===== config.mk =====
export PLATFORM = sky130hd
export DESIGN_NAME = wm8960_init_ctrl
export DESIGN_NICKNAME = d
export VERILOG_FILES = /design/src/rtl/wm8960_init_ctrl.sv
export SDC_FILE = /design/constraint.sdc
export NUM_CORES = 1
export LEC_CHECK = 0
export ABC_CLOCK_PERIOD_IN_PS = 2000
export CAP_MARGIN = 10
export CORE_ASPECT_RATIO = 1.2
export CORE_MARGIN = 8
export CORE_UTILIZATION = 25
export DETAILED_ROUTE_END_ITERATION = 16
export PLACE_DENSITY = 0.44
export SLEW_MARGIN = 15
export SYNTH_ARGS = -nofsm -noshare
export SYNTH_HDL_FRONTEND = slang
export SYNTH_SLANG_ARGS = --single-unit
export TNS_END_PERCENT = 50

===== constraint.sdc =====
create_clock -name clk -period 2 [get_ports clk]
set_input_delay 0.4 -clock clk [delete_from_list [all_inputs] [get_ports clk]]
set_output_delay 0.4 -clock clk [all_outputs]
set_load 0.01 [all_outputs]

===== src/rtl/wm8960_init_ctrl.sv =====
// WM8960 power-up sequencer: walks the register init table and issues one I2C write per entry.
// Optional NACK retry support is enabled with `define WM8960_INIT_RETRY_EN.
module wm8960_init_ctrl #(
  parameter int ADDR_WIDTH        = 8,
  parameter int DATA_WIDTH        = 16,
  parameter int PWRUP_CYCLES      = 1_000_000,
  parameter int RESET_WAIT_CYCLES = 50_000,
  parameter int MAX_RETRY         = 3,
  parameter int RETRY_GAP_CYCLES  = 5_000
) (
  input  logic                  clk,
  input  logic                  reset,
  input  logic                  start,
  output logic [ADDR_WIDTH-1:0] lut_addr,
  input  logic [DATA_WIDTH-1:0] lut_q,
  input  logic [7:0]            lut_dev_id,
  input  logic [7:0]            lut_size,
  output logic                  i2c_go,
  output logic [7:0]            i2c_dev,
  output logic [7:0]            i2c_byte_hi,
  output logic [7:0]            i2c_byte_lo,
  input  logic                  i2c_busy,
  input  logic                  i2c_done,
  input  logic                  i2c_nack,
  output logic                  init_busy,
  output logic                  init_done,
  output logic                  init_err,
  output logic [ADDR_WIDTH-1:0] err_index
);

  typedef enum logic [2:0] {
    S_PWRUP,
    S_FETCH,
    S_LATCH,
    S_ISSUE,
    S_WAIT,
    S_SETTLE,
    S_DONE,
    S_ERROR
  } state_t;

  localparam logic [31:0] PWRUP_LAST  = 32'(PWRUP_CYCLES - 1);
  localparam logic [31:0] RESET_LAST  = 32'(RESET_WAIT_CYCLES - 1);
  localparam logic [6:0]  SOFT_RESET_REG = 7'h0F;
`ifdef WM8960_INIT_RETRY_EN
  localparam logic [31:0] GAP_LAST    = 32'(RETRY_GAP_CYCLES - 1);
  localparam logic [7:0]  RETRY_LIM   = 8'(MAX_RETRY);
`endif

  state_t                  state_q, state_d;
  logic [31:0]             cnt_q, cnt_d;
  logic [ADDR_WIDTH-1:0]   idx_q, idx_d;
  logic [ADDR_WIDTH-1:0]   err_index_q, err_index_d;
  logic                    go_q, go_d;
  logic [7:0]              dev_q, dev_d;
  logic [7:0]              hi_q, hi_d;
  logic [7:0]              lo_q, lo_d;
  logic                    busy_q, busy_d;
  logic                    done_q, done_d;
  logic                    err_q, err_d;
`ifdef WM8960_INIT_RETRY_EN
  logic [7:0]              attempt_q, attempt_d;
  logic                    gap_q, gap_d;
`endif

  logic [ADDR_WIDTH-1:0]   last_idx;
  logic [31:0]             settle_last;
  logic                    advance;
  logic                    fail;

  always_comb begin
    last_idx = ADDR_WIDTH'(lut_size - 8'd1);
`ifdef WM8960_INIT_RETRY_EN
    settle_last = gap_q ? GAP_LAST : RESET_LAST;
`else
    settle_last = RESET_LAST;
`endif
  end

  always_comb begin
    state_d     = state_q;
    cnt_d       = cnt_q;
    idx_d       = idx_q;
    err_index_d = err_index_q;
    go_d        = 1'b0;
    dev_d       = dev_q;
    hi_d        = hi_q;
    lo_d        = lo_q;
    busy_d      = busy_q;
    done_d      = done_q;
    err_d       = err_q;
    advance     = 1'b0;
    fail        = 1'b0;
`ifdef WM8960_INIT_RETRY_EN
    attempt_d   = attempt_q;
    gap_d       = gap_q;
`endif

    case (state_q)
      S_PWRUP: begin
        if (cnt_q == PWRUP_LAST) begin
          cnt_d = '0;
          idx_d = '0;
          if (lut_size == '0) begin
            state_d = S_DONE;
            busy_d  = 1'b0;
            done_d  = 1'b1;
          end else begin
            state_d = S_FETCH;
          end
        end else begin
          cnt_d = cnt_q + 32'd1;
        end
      end

      S_FETCH: state_d = S_LATCH;

      S_LATCH: begin
        dev_d   = lut_dev_id;
        hi_d    = lut_q[15:8];
        lo_d    = lut_q[7:0];
`ifdef WM8960_INIT_RETRY_EN
        attempt_d = '0;
`endif
        state_d = S_ISSUE;
      end

      S_ISSUE: begin
        if (!i2c_busy) begin
          go_d    = 1'b1;
          state_d = S_WAIT;
        end
      end

      // The register field is taken from the latched high byte; it equals
      // lut_q[15:9] because lut_addr does not move while an entry is in flight.
      S_WAIT: begin
        if (i2c_done) begin
          if (!i2c_nack) begin
            if (hi_q[7:1] == SOFT_RESET_REG) begin
              state_d = S_SETTLE;
              cnt_d   = '0;
`ifdef WM8960_INIT_RETRY_EN
              gap_d   = 1'b0;
`endif
            end else begin
              advance = 1'b1;
            end
          end else begin
`ifdef WM8960_INIT_RETRY_EN
            if (attempt_q < RETRY_LIM) begin
              attempt_d = attempt_q + 8'd1;
              gap_d     = 1'b1;
              cnt_d     = '0;
              state_d   = S_SETTLE;
            end else begin
              fail = 1'b1;
            end
`else
            fail = 1'b1;
`endif
          end
        end
      end

      S_SETTLE: begin
        if (cnt_q == settle_last) begin
          cnt_d = '0;
`ifdef WM8960_INIT_RETRY_EN
          if (gap_q) state_d = S_ISSUE;
          else       advance = 1'b1;
`else
          advance = 1'b1;
`endif
        end else begin
          cnt_d = cnt_q + 32'd1;
        end
      end

      S_DONE, S_ERROR: begin
        if (start) begin
          idx_d  = '0;
          err_d  = 1'b0;
          if (lut_size == '0) begin
            state_d = S_DONE;
            done_d  = 1'b1;
          end else begin
            state_d = S_FETCH;
            done_d  = 1'b0;
            busy_d  = 1'b1;
          end
        end
      end

      default: state_d = S_PWRUP;
    endcase

    if (advance) begin
      if (idx_q == last_idx) begin
        state_d = S_DONE;
        busy_d  = 1'b0;
        done_d  = 1'b1;
      end else begin
        idx_d   = idx_q + 1'b1;
        state_d = S_FETCH;
      end
    end

    if (fail) begin
      state_d     = S_ERROR;
      busy_d      = 1'b0;
      err_d       = 1'b1;
      err_index_d = idx_q;
    end
  end

  always_ff @(posedge clk) begin
    if (reset) begin
      state_q     <= S_PWRUP;
      cnt_q       <= '0;
      idx_q       <= '0;
      err_index_q <= '0;
      go_q        <= 1'b0;
      dev_q       <= '0;
      hi_q        <= '0;
      lo_q        <= '0;
      busy_q      <= 1'b1;
      done_q      <= 1'b0;
      err_q       <= 1'b0;
`ifdef WM8960_INIT_RETRY_EN
      attempt_q   <= '0;
      gap_q       <= 1'b0;
`endif
    end else begin
      state_q     <= state_d;
      cnt_q       <= cnt_d;
      idx_q       <= idx_d;
      err_index_q <= err_index_d;
      go_q        <= go_d;
      dev_q       <= dev_d;
      hi_q        <= hi_d;
      lo_q        <= lo_d;
      busy_q      <= busy_d;
      done_q      <= done_d;
      err_q       <= err_d;
`ifdef WM8960_INIT_RETRY_EN
      attempt_q   <= attempt_d;
      gap_q       <= gap_d;
`endif
    end
  end

  assign lut_addr    = idx_q;
  assign i2c_go      = go_q;
  assign i2c_dev     = dev_q;
  assign i2c_byte_hi = hi_q;
  assign i2c_byte_lo = lo_q;
  assign init_busy   = busy_q;
  assign init_done   = done_q;
  assign init_err    = err_q;
  assign err_index   = err_index_q;

endmodule


==> results_dict.tcl <==
set metrics [dict create \
    p_sw_w 0.0009705 \
    synth_seq_cells 79 \
    seq_power_share_pct 44.0 \
    diodes 0 \
    final_common_cell "nand2_1" \
    slew_viol_final 0 \
    viasPerCell 4.543 \
    synth_nets 523 \
    cts_buffer_depth 2 \
    htreeDepth 3 \
    grt_pass1_vias 3821 \
    min_period_ns 2.067 \
    rsz0062_at_grt "true" \
    portBuffers 81 \
    worstPathArrival_ns 2.30 \
    slowest_stage "or3_4" \
    worstHoldPathType "flip-flop to flip-flop" \
    area_growth_pct 60.47 \
    drive_above_1_share_pct 27.11 \
    synth.distinct_cells 48 \
    detail-route-antenna-nets 0 \
    hold_viol 0 \
    insertion_delay_ns 0.34 \
    cts.sinks 79 \
    place_inst 827 \
    cap_violations 0 \
    holdWs_ns 0.4559 \
    slew_headroom_pct 65.60 \
    initial_utilization_pct 25.54 \
    io_pins 82 \
    worstMarginPinSlew_ns 0.5121 \
    synth_edf_count 0 \
    die_h_um 151.7 \
    cts_tree "done" \
    fin_nets 690 \
    grt_usage_pct 12.84 \
    row_count 49 \
    switching_share_pct 26.18 \
    dp_hpwl_um 8941 \
    p_total_w 0.003707 \
    power.density_nw_per_um2 602.2 \
    status "finished with violations" \
    violations "setup timing" \
    internal-power_w 0.002737 \
    die_x_um 129.1 \
    cts-buffers-inserted 9 \
    cts.reportedPaths.clkPinSlew_ns 0.07 \
    synth.avg_cell_area_um2 7.975 \
    setup_slack_ns -0.06659 \
    layout_common_cells "96 x nand2_1, 93 x buf_4, 76 x dfxtp_1, 74 x clkdlybuf4s50_1, 44 x nor2_1" \
    endpoint_kind "flip-flop" \
    final.period_utilization_pct 103.3 \
    drtPass1Iterations 6 \
    synth_seq_area_share_pct 41.23 \
    irDropWorstVdd_v 0.0003424 \
    cts_root_buf "clkbuf_16" \
    critical_path_class "input pin to flip-flop" \
    leakage_nw 2.315 \
    syn_inst 481 \
    max_stage_delay_ns 0.50 \
    vias 3893 \
    dieArea_um2 19580 \
    start_kind "input pin" \
    final_area_um2 6156 \
    core_um2 15020 \
    power_frac_comb_pct 13.7 \
    critPathMaxFanout 10 \
    path_cells "clkdlybuf4s50_1 > nor2b_2 > a311oi_2 > or3_4 > nor4_2 > xnor2_1 > nor2_1" \
    synth_area_um2 3836 \
    ys_warn_count 0 \
    pwr-share-clk_pct 42.3 \
    first_iter_violations 141 \
    finalSetupViolCount 13 \
    skew_ns 0.008315 \
    final_cells 857 \
    worstPathRequired_ns 2.23 \
    grt_pass1_wl_um 19750 \
    drc 0 \
    dpl_cell_area_um2 5475 \
    drt_wl_total_um 12190 \
    antenna_found_initial 0 \
    postSynth.asyncResetShare_pct 0 \
    reg2reg_setup_slack_ns -0.05 \
    wire_per_inst_um 14.23 \
    grt_max_degree 33 \
    max_freq_ghz 0.4839 \
    synth-main-ff-cell "dfxtp_1" \
    grt_remaining_overflow 0 \
    gp_congestion 0.8100 \
]
## power by group through the flow
stage | Combinational (W) | Sequential (W) | Clock (W)
3_5_place_dp | 0.000454 | 0.00167 | 0
3_3_place_gp | 0.000449 | 0.00167 | 0
6_report | 0.000510 | 0.00163 | 0.00157
2_1_floorplan | 0.000222 | 0.00167 | 0
4_1_cts | 0.000487 | 0.00163 | 0.00164
5_1_grt | 0.000555 | 0.00163 | 0.00172
## Yosys cell counts, types with 3 or more instances
master | count | area (um^2)
and3_1 | 14 | 87.58
nor3_1 | 13 | 65.06
mux2i_1 | 5 | 50.05
nand2b_1 | 3 | 18.77
a21oi_1 | 39 | 195.2
nand2_1 | 96 | 360.4
xor2_1 | 22 | 192.7
and4_1 | 6 | 52.55
nand3_1 | 21 | 105.1
nor4_1 | 12 | 75.07
o21ai_0 | 6 | 30.03
and2_1 | 4 | 25.02
dfxtp_1 | 79 | 1582
clkbuf_1 | 16 | 60.06
inv_1 | 7 | 26.28
ha_1 | 4 | 50.05
nor2b_1 | 7 | 43.79
xnor2_1 | 21 | 183.9
nand4_1 | 17 | 106.4
buf_2 | 7 | 35.03
or2_2 | 4 | 25.02
nor2_1 | 45 | 168.9
## cells by family after synthesis
family	synth area share, %
AND/OR/NAND/NOR	32.88
AO/OA/AOI/OAI	9.818
buffers and inverters	3.653
multiplexers	1.305
adder cells (fa/ha/maj)	1.305
XOR/XNOR	9.817
flip-flops	41.23
## final cells by class
class | instances | area, um^2
multi-input combinational | 369 | 2414
clock inverter | 6 | 52.55
tap | 204 | 255.2
clock buffer | 10 | 229.0
timing repair buffer | 182 | 1594
inverter | 7 | 26.28
sequential | 79 | 1585
fill | 1514 | 8865
## per-stage QoR
step	TNS (ns)	util [%]	setup WS (ns)
3_3_place_gp	-23.26	36.45	-0.6407
5_1_grt	-4.586	40.98	-0.1703
3_5_place_dp	-24.44	36.45	-0.6927
4_1_cts	-0.1666	40.24	-0.02552
6_report	-0.2778	40.98	-0.06659
2_1_floorplan	-0.04198	-	-0.01024
## final timing paths
kind,startpoint,endpoint,cells past startpoint
worst max register to register,i2c_byte_hi[6],cnt_q[27],6
worst min-delay path,i2c_byte_lo[2],i2c_byte_lo[2],2
worst min register to register,i2c_byte_lo[2],i2c_byte_lo[2],2
worst max-delay path,i2c_done,cnt_q[27],7
## what timing repair did
| action | 4_1_cts | 5_1_grt |
|---|---|---|
| setup buffers | 11 | 3 |
| cloned | 0 | 1 |
| pin swaps | 16 | 22 |
| endpoints found under the setup margin | 45 | 44 |
| hold buffers | 0 | 0 |
| gates resized for setup | 48 | 24 |
## metal layers
layer  GRT usage, %  vias up  part of all wire [%]
met5              0        -                     0
met1          14.48     1826                    43
li1               -     1991                     -
met2          22.10       61                    50
met4          4.532        0                   1.6
met3          4.377       15                   4.8
## worst max-delay path: cells and delay by family
family	cells	cell delay, ns
AOI/OAI and AO/OA	1	0.15
and+or+nand+nor	4	1.10
buffers and inverters	1	0.48
xor gates and xnor gates	1	0.16
## flip-flops by register name, indices dropped and copies added (netlist names)
signal and cells:
err_index 8, i2c_go 1, state_q 3, cnt_q 32, init_busy 1, i2c_dev 8, init_done 1, lut_addr 8
i2c_byte_hi 8, init_err 1, i2c_byte_lo 8
(Power assumes the default switching activity.)
